### config.mk
export PLATFORM = sky130hd
export DESIGN_NAME = dlfloat_dot_seq
export DESIGN_NICKNAME = d
export VERILOG_FILES = /design/src/rtl/dlfloat_dot_seq.sv
export SDC_FILE = /design/constraint.sdc
export NUM_CORES = 1
export LEC_CHECK = 0
export BUFFER_PORTS_ARGS = -buffer_cell sky130_fd_sc_hd__buf_2
export CAP_MARGIN = 20
export CORE_MARGIN = 10
export CORE_UTILIZATION = 45
export CTS_CLUSTER_DIAMETER = 80
export DETAILED_ROUTE_END_ITERATION = 10
export GPL_ROUTABILITY_DRIVEN = 0
export PLACE_DENSITY = 0.73
export SETUP_SLACK_MARGIN = 0.3
export SYNTH_ARGS = -nofsm -noshare
export SYNTH_HDL_FRONTEND = slang
export SYNTH_SLANG_ARGS = --single-unit
### constraint.sdc
create_clock -name clk -period 3.81 [get_ports clk]
set_clock_uncertainty 0.05 [all_clocks]
set_input_delay 0.381 -clock clk [delete_from_list [all_inputs] [get_ports clk]]
set_output_delay 0.381 -clock clk [all_outputs]
set_load 0.005 [all_outputs]
### src/rtl/dlfloat_dot_seq.sv
// Dot-product sequencer for a single dl_mac (DLFloat16): streams (a,b) pairs and chains each result into d.
// Optional sticky saturation flag enabled by defining DLF_SEQ_OVF_FLAG_EN.
module dlfloat_dot_seq #(
   parameter int unsigned LEN_W = 8
) (
   input  logic             clk,
   input  logic             rst,
   input  logic             start,
   input  logic [LEN_W-1:0] len,
   input  logic [15:0]      init_acc,
   input  logic             in_valid,
   output logic             in_ready,
   input  logic [15:0]      in_a,
   input  logic [15:0]      in_b,
   output logic [15:0]      mac_a,
   output logic [15:0]      mac_b,
   output logic [15:0]      mac_d,
   input  logic [19:0]      mac_c,
   output logic             out_valid,
   input  logic             out_ready,
   output logic [15:0]      out_result,
   output logic             busy,
   output logic             ovf_flag
);

   typedef enum logic [2:0] {S_IDLE, S_FEED, S_WAIT, S_DRAIN, S_DONE} state_t;

   state_t           state_q, state_d;
   logic [LEN_W-1:0] remaining_q, remaining_d;
   logic             first_q, first_d;
   logic [15:0]      acc_src_q, acc_src_d;
   logic [15:0]      mac_a_q, mac_a_d, mac_b_q, mac_b_d, mac_d_q, mac_d_d;
   logic [15:0]      out_result_q, out_result_d;
   logic             out_valid_q, out_valid_d;
   logic             unused_mac_c_hi;

   assign unused_mac_c_hi = ^mac_c[19:16];

   always_comb begin
      state_d      = state_q;
      remaining_d  = remaining_q;
      first_d      = first_q;
      acc_src_d    = acc_src_q;
      mac_a_d      = mac_a_q;
      mac_b_d      = mac_b_q;
      mac_d_d      = mac_d_q;
      out_result_d = out_result_q;
      out_valid_d  = out_valid_q;
      unique case (state_q)
         S_IDLE: begin
            if (start) begin
               if (len != '0) begin
                  remaining_d = len;
                  acc_src_d   = init_acc;
                  first_d     = 1'b1;
                  state_d     = S_FEED;
               end else begin
                  out_result_d = init_acc;
                  out_valid_d  = 1'b1;
                  state_d      = S_DONE;
               end
            end
         end
         S_FEED: begin
            if (in_valid) begin
               mac_a_d = in_a;
               mac_b_d = in_b;
               // first pair seeds d with the command's accumulator, later pairs chain the MAC output
               mac_d_d = first_q ? acc_src_q : mac_c[15:0];
               first_d = 1'b0;
               if (remaining_q != '0) remaining_d = remaining_q - 1'b1;
               state_d = S_WAIT;
            end
         end
         S_WAIT: begin
            state_d = (remaining_q != '0) ? S_FEED : S_DRAIN;
         end
         S_DRAIN: begin
            out_result_d = mac_c[15:0];
            out_valid_d  = 1'b1;
            state_d      = S_DONE;
         end
         S_DONE: begin
            if (out_ready) begin
               out_valid_d = 1'b0;
               state_d     = S_IDLE;
            end
         end
         default: state_d = S_IDLE;
      endcase
   end

   always_ff @(posedge clk or posedge rst) begin
      if (rst) begin
         state_q      <= S_IDLE;
         remaining_q  <= '0;
         first_q      <= 1'b0;
         acc_src_q    <= '0;
         mac_a_q      <= '0;
         mac_b_q      <= '0;
         mac_d_q      <= '0;
         out_result_q <= '0;
         out_valid_q  <= 1'b0;
      end else begin
         state_q      <= state_d;
         remaining_q  <= remaining_d;
         first_q      <= first_d;
         acc_src_q    <= acc_src_d;
         mac_a_q      <= mac_a_d;
         mac_b_q      <= mac_b_d;
         mac_d_q      <= mac_d_d;
         out_result_q <= out_result_d;
         out_valid_q  <= out_valid_d;
      end
   end

   assign in_ready   = (state_q == S_FEED);
   assign busy       = (state_q != S_IDLE);
   assign mac_a      = mac_a_q;
   assign mac_b      = mac_b_q;
   assign mac_d      = mac_d_q;
   assign out_valid  = out_valid_q;
   assign out_result = out_result_q;

`ifdef DLF_SEQ_OVF_FLAG_EN
   logic ovf_q, ovf_d;
   logic sat_c;

   assign sat_c = (mac_c[15:0] == 16'h7DFE) || (mac_c[15:0] == 16'hFDFE) || (mac_c[15:0] == 16'hFFFF);

   always_comb begin
      ovf_d = ovf_q;
      if (state_q == S_IDLE && start) ovf_d = 1'b0;
      else if (state_q == S_WAIT && sat_c) ovf_d = 1'b1;
   end

   always_ff @(posedge clk or posedge rst) begin
      if (rst) ovf_q <= 1'b0;
      else     ovf_q <= ovf_d;
   end

   assign ovf_flag = ovf_q;
`else
   assign ovf_flag = 1'b0;
`endif

endmodule

==> flow_summary.json, run 1 <==
{
  "drt_iter0_markers": 138,
  "regToRegEndpoint": "mac_d[3]$_DFFE_PP0P_",
  "met3WireLength_um": 631,
  "power_mw": 4.266,
  "ir_drop_mv": 0.3397,
  "synthArstFlopShare_pct": 100.0,
  "worstPathArrival_ns": 2.82,
  "antenna_found_initial": 0,
  "clk_path_buf_depth": 2,
  "critical_path_class": "register to register",
  "overflow": 0,
  "syn_area_mm2": 0.004345,
  "path_max_fanout": 52,
  "power.static_leakage_nw": 2.547,
  "place_area_mm2": 0.005061,
  "status": "completed",
  "die_y_um": 118.3,
  "port_buffers": 143,
  "synthTopCellsByArea": "dfrtp_1, mux2_4, mux2i_1",
  "drc": 0,
  "htreeDepth": 3,
  "path_clk_slew_ns": 0.10,
  "cp-start-kind": "register",
  "rr_worst_depth": 6,
  "highest_layer": "met4",
  "yosysTopAreaCell": "dfrtp_1",
  "finalSetupTns_ns": 0,
  "ys_ff_latch": 93,
  "synth_top_cell_area_share_pct": 53.56,
  "worst_slew_margin_rel_pct": 32.17,
  "setup-violations-final": 0,
  "syn_nets": 424,
  "worstReg2RegStart": "state_q[1]$_DFFE_PP0P_",
  "drtPass1Iterations": 4,
  "power_density_mw_per_mm2": 809.5,
  "fp-row-count": 35,
  "rsz0062_at_grt": "false",
  "die-area_mm2": 0.01399,
  "ys_warn_count": 0,
  "critical_path.endpoint": "mac_d[3]$_DFFE_PP0P_",
  "drv_slew": 0,
  "vias": 3123,
  "n_antenna_cell": 0,
  "grt_pass1_vias": 3338,
  "layout_min_cycle_time_ns": 2.581,
  "fin_area_mm2": 0.005270,
  "grt_pass1_wl_mm": 17.35,
  "dominantRegCellSynth": "dfrtp_1",
  "synthTopCellsByCount": "dfrtp_1, mux2i_1, mux2_4",
  "drive_above_1_share_pct": 44.83,
  "drv_cap": 0,
  "dieWidth_um": 118.3,
  "finish.net_count": 561,
  "area.growth.synth_to_final_pct": 21.28,
  "drt-total-wl_mm": 10.38,
  "cts_buffers": 9,
  "fill_cells": 834,
  "worstPathRequired_ns": 4.05,
  "rrSetupSlack_ns": 1.23,
  "ctsHoldBuffers": 0,
  "clock_latency_ns": 0.35,
  "synth-edff-count": 0,
  "track_usage_pct": 14.90,
  "crit_path_end_kind": "register",
  "routedWlPerCell_um": 16.94,
  "viasPerCell": 5.095,
  "crit_start": "state_q[1]$_DFFE_PP0P_",
  "fin_util_pct": 56.50,
  "yosysMostFrequentCell": "dfrtp_1",
  "initial_core_util_pct": 46.59,
  "syn-instance-count": 342,
  "synth_seq_area_share_pct": 53.56,
  "root_buffer": "clkbuf_8",
  "coreArea_mm2": 0.009328,
  "cts.sinks": 93,
  "seqCellArea_mm2": 0.002327,
  "worst_slew_pin_slew_ns": 1.017,
  "grt_max_degree": 53,
  "post_cts_buffers": 0,
  "hpwlAfterDp_mm": 7.648,
  "drtAntennaViolNets": 0,
  "final_cell_count_no_fill": 613,
  "max_freq_ghz": 0.3875,
  "ys_types": 49,
  "cts_tree": "yes",
  "hold_viol_final": 0,
  "dp.cells": 597,
  "syn_area_per_cell_um2": 12.71,
  "final_min_period_over_clock_period_pct": 67.74,
  "drt-met1-wl_mm": 4.613,
  "io_pins": 149,
  "holdCritPathClass": "primary input to asynchronous set/reset pin",
  "multiInputGateArea_mm2": 0.001787,
  "cts_resized": 0,
  "wl_met2_mm": 5.011
}
[kinds of logic (layout without fill, tap and decap cells)]
kind of cell / after synthesis / count (layout) / share of synthesized area [%]
other: 1 / 1 / 0.08630
AO/OA/AOI/OAI: 64 / 64 / 9.128
adder cells (fa/ha/maj): 1 / 1 / 0.2879
flip-flops: 93 / 93 / 53.56
AND/OR/NAND/NOR: 71 / 71 / 8.437
buffers and inverters: 29 / 171 / 5.471
multiplexers: 83 / 83 / 23.04
[sequential cells by signal, indices dropped and copies added (netlist names)]
name / count
out_valid: 1
acc_src_q: 16
out_result: 16
mac_d: 16
mac_b: 16
remaining_q: 8
first_q: 1
mac_a: 16
state_q: 3
[metal layers]
layer / global-route usage (%) / vias up
met5: 0 / -
met4: 4.869 / 0
met3: 3.808 / 15
met2: 24.34 / 110
met1: 18.81 / 1506
li1: - / 1492
[worst min-delay path by stage]
stage	from	endpoint	slack (ns)	cells past startpoint
6_report	rst	mac_a[13]$_DFFE_PP0P_	0.10	2
5_1_grt	rst	mac_a[13]$_DFFE_PP0P_	0.15	2
4_1_cts	rst	mac_a[13]$_DFFE_PP0P_	0.12	2
3_5_place_dp	out_result[2]$_DFFE_PP0P_	out_result[2]$_DFFE_PP0P_	0.41	2
3_3_place_gp	out_result[12]$_DFFE_PP0P_	out_result[12]$_DFFE_PP0P_	0.41	2
2_1_floorplan	out_ready	state_q[2]$_DFFE_PP0P_	0.42	1
[report_power, final]
part	switching, mW	internal (mW)	total, mW
clock network	0.366	0.312	0.678
registers	0.333	1.47	1.80
logic	0.812	0.971	1.78
[worst max-delay path, cell delays in order (launching register included)]
cell      delay (ns)
dfrtp_1         0.48
or3b_1          0.67
clkinv_4        0.19
and2_4          0.61
buf_4           0.32
nor2_1          0.06
a21oi_1         0.12
[layout make-up]
cell class,count,area share [%]
Clock buffer,9,2.350
Multi-Input combinational cell,220,33.90
Clock inverter,7,1.614
Inverter,7,0.6173
Tap cell,129,3.063
Timing Repair Buffer,148,14.29
Sequential cell,93,44.16
[layout by cell type, fill, tap and decap left out, types with 2 or more instances in the layout]
cell       instances
a21oi_1           23
a31oi_1            3
and2_1             2
buf_2            143
buf_4              5
clkbuf_8           9
clkinv_2           2
clkinv_4           3
dfrtp_1           93
inv_1              5
mux2_1             7
mux2_2            13
mux2_4            29
mux2i_1           34
nand2_1           21
nand3_1            3
nand4_1            2
nor2_1            22
nor4_1             3
nor4_2             2
nor4b_1            3
o211ai_1           2
o21ai_0           20
o22a_1             2
o2bb2ai_1          5
or2_2              2
[stage by stage]
| stage | setup slack (ns) | hold WS (ns) |
|---|---|---|
| floorplan | 0.9587 | 0.4150 |
| global placement | 1.236 | 0.4086 |
| detailed placement | 1.214 | 0.4144 |
| CTS | 1.209 | 0.1213 |
| global route | 1.015 | 0.1505 |
| finish | 1.229 | 0.1025 |
Power figures use the tool's default switching activity.
==> run 2: changes to the inputs <==
==> constraint.sdc (replaced) <==
create_clock -name clk -period 2.4 [get_ports clk]
set_clock_uncertainty 0.05 [all_clocks]
set_input_delay 0.24 -clock clk [delete_from_list [all_inputs] [get_ports clk]]
set_output_delay 0.24 -clock clk [all_outputs]
set_load 0.005 [all_outputs]
==> flow_summary.json, run 2 (synthesis results as in run 1) <==
{
  "status": "completed",
  "hpwlAfterDp_mm": 7.733,
  "crit_path_end_kind": "register",
  "p_switching_mw": 2.398,
  "holdCritPathClass": "primary input to register",
  "fill_cells": 777,
  "cts.sinks": 93,
  "pre_cts_ws_ns": 0.3499,
  "layout_min_cycle_time_ns": 2.072,
  "clk_path_buf_depth": 2,
  "viasPerCell": 5.052,
  "p_int_mw": 4.440,
  "grt_use_met1_pct": 17.58,
  "vias": 3137,
  "drv_cap": 0,
  "cpPeakStageDelay_ns": 0.50,
  "path_clk_slew_ns": 0.09,
  "drive_above_1_share_pct": 45.73,
  "final_min_period_over_clock_period_pct": 86.33,
  "drtAntennaViolNets": 0,
  "max_freq_ghz": 0.4827,
  "clock_latency_ns": 0.35,
  "n_antenna_cell": 0,
  "cpLargestDelayFamily": "simple AND/OR/NAND/NOR gates",
  "hold_viol_final": 0,
  "ir_drop_mv": 0.4942,
  "root_buffer": "clkbuf_8",
  "worst_slew_pin_slew_ns": 0.5345,
  "routedWlPerCell_um": 16.78,
  "worstPathCellList": "or3b_1 > clkinv_4 > and2_4 > buf_12 > mux2_2",
  "pwr-share-comb_pct": 43.5,
  "pwr-share-clk_pct": 15.3,
  "final_cell_mix": "buf_2, dfrtp_1, mux2i_1",
  "antenna_found_initial": 0,
  "grt_pass1_vias": 3234,
  "initial_core_util_pct": 46.59,
  "critPathSlowestCell": "dfrtp_1",
  "fp-row-count": 35,
  "p_seq_share_pct": 41.2,
  "htreeDepth": 3,
  "busiest_layer": "met2",
  "dieWidth_um": 118.3,
  "worstPathRequired_ns": 2.58,
  "worst_slew_margin_rel_pct": 63.86,
  "netSwitchingFraction_pct": 35.06,
  "path_max_fanout": 30,
  "power_density_mw_per_mm2": 1270,
  "grt_max_degree": 58,
  "drc": 0,
  "worstPathArrival_ns": 2.25,
  "setup-violations-final": 0,
  "crit_buf_inv": 2,
  "track_usage_pct": 14.61,
  "die_y_um": 118.3,
  "finalWorstSetupSlack_ns": 0.3281,
  "cts_buffers": 9,
  "die-area_mm2": 0.01399,
  "grtUsageMet2_pct": 24.86,
  "grt_pass1_wl_mm": 16.82,
  "overflow": 0,
  "power.static_leakage_nw": 2.594,
  "cp-start-kind": "register",
  "area.growth.synth_to_final_pct": 23.90,
  "coreArea_mm2": 0.009328,
  "port_buffers": 143,
  "drt_iter0_markers": 146,
  "drtPass1Iterations": 4,
  "finalSetupTns_ns": 0,
  "critical_path_class": "register to register",
  "finish.net_count": 570,
  "layout_commonest_cell": "buf_2",
  "drv_slew": 0,
  "rsz0062_at_grt": "true",
  "io_pins": 149,
  "cts_tree": "yes",
  "drt-total-wl_mm": 10.42,
  "met3_usage_pct": 3.475
}
==> run 2: path summary, 6_finish.rpt <==
| check | start | to | slack, ns | depth (start not counted) |
|---|---|---|---|---|
| hold / removal | out_ready | state_q[2]$_DFFE_PP0P_ | 0.05 | 2 |
| min in group asynchronous | rst | mac_b[7]$_DFFE_PP0P_ | 0.50 | 4 |
| hold reg to reg | mac_b[3]$_DFFE_PP0P_ | mac_b[3]$_DFFE_PP0P_ | 0.44 | 1 |
| max in group asynchronous | rst | out_valid$_DFFE_PP0P_ | 1.51 | 4 |
| setup / recovery | state_q[2]$_DFFE_PP0P_ | mac_a[12]$_DFFE_PP0P_ | 0.33 | 5 |
| setup reg to reg | state_q[2]$_DFFE_PP0P_ | mac_a[12]$_DFFE_PP0P_ | 0.33 | 5 |
==> run 2: what timing repair did <==
| action | in CTS | in global routing |
|---|---|---|
| hold buffers | 1 | 0 |
| endpoints found under the setup margin | 0 | 16 |
| buffers inserted | 0 | 1 |
| hold endpoints to repair | 93 | 0 |
| gates resized for setup | 0 | 1 |
==> run 2: worst reg2reg max path: stages (launching register included) <==
cell      delay (ns)
dfrtp_1         0.50
or3b_1          0.46
clkinv_4        0.11
and2_4          0.22
buf_12          0.24
mux2_2          0.37
==> run 2: layout make-up <==
cell class | instances | area [um^2] | area share (%)
flip-flops and latches | 93 | 2327 | 43.23
multi-input cells | 220 | 1793 | 33.30
repair buffers | 157 | 873.3 | 16.22
well taps | 129 | 161.4 | 2.998
clock buffers | 9 | 123.9 | 2.301
clock inverters | 6 | 70.07 | 1.301
inverters | 7 | 35.03 | 0.6507
==> run 2: per-stage QoR <==
step	std cells	cell area (um^2)	hold slack, ns	power (mW)	util [%]
after floorplan	342	4349	0.2740	4.853	-
final	621	5384	0.04657	6.838	57.72
after CTS	620	5370	0.01931	6.901	57.57
after global placement	604	5166	0.2871	5.732	55.39
after detailed placement	604	5166	0.2912	5.832	55.39
after global routing	621	5384	0.02206	7.353	57.72
==> run 2: power by group through the flow <==
stage	combinational, mW	clock, mW	sequential, mW
final	2.97	1.05	2.82
after global routing	3.27	1.15	2.94
after floorplan	2.06	0	2.79
after global placement	2.92	0	2.81
after detailed placement	2.99	0	2.84
after CTS	3.00	1.08	2.82
==> run 2: routing by layer <==
metal  vias up  wire, um  share of wire [%]
met5         -         0                  0
met4         0       140                1.3
met3        11       528                5.1
met2       101      5191                 50
met1      1519      4560                 44
li1       1506         -                  -
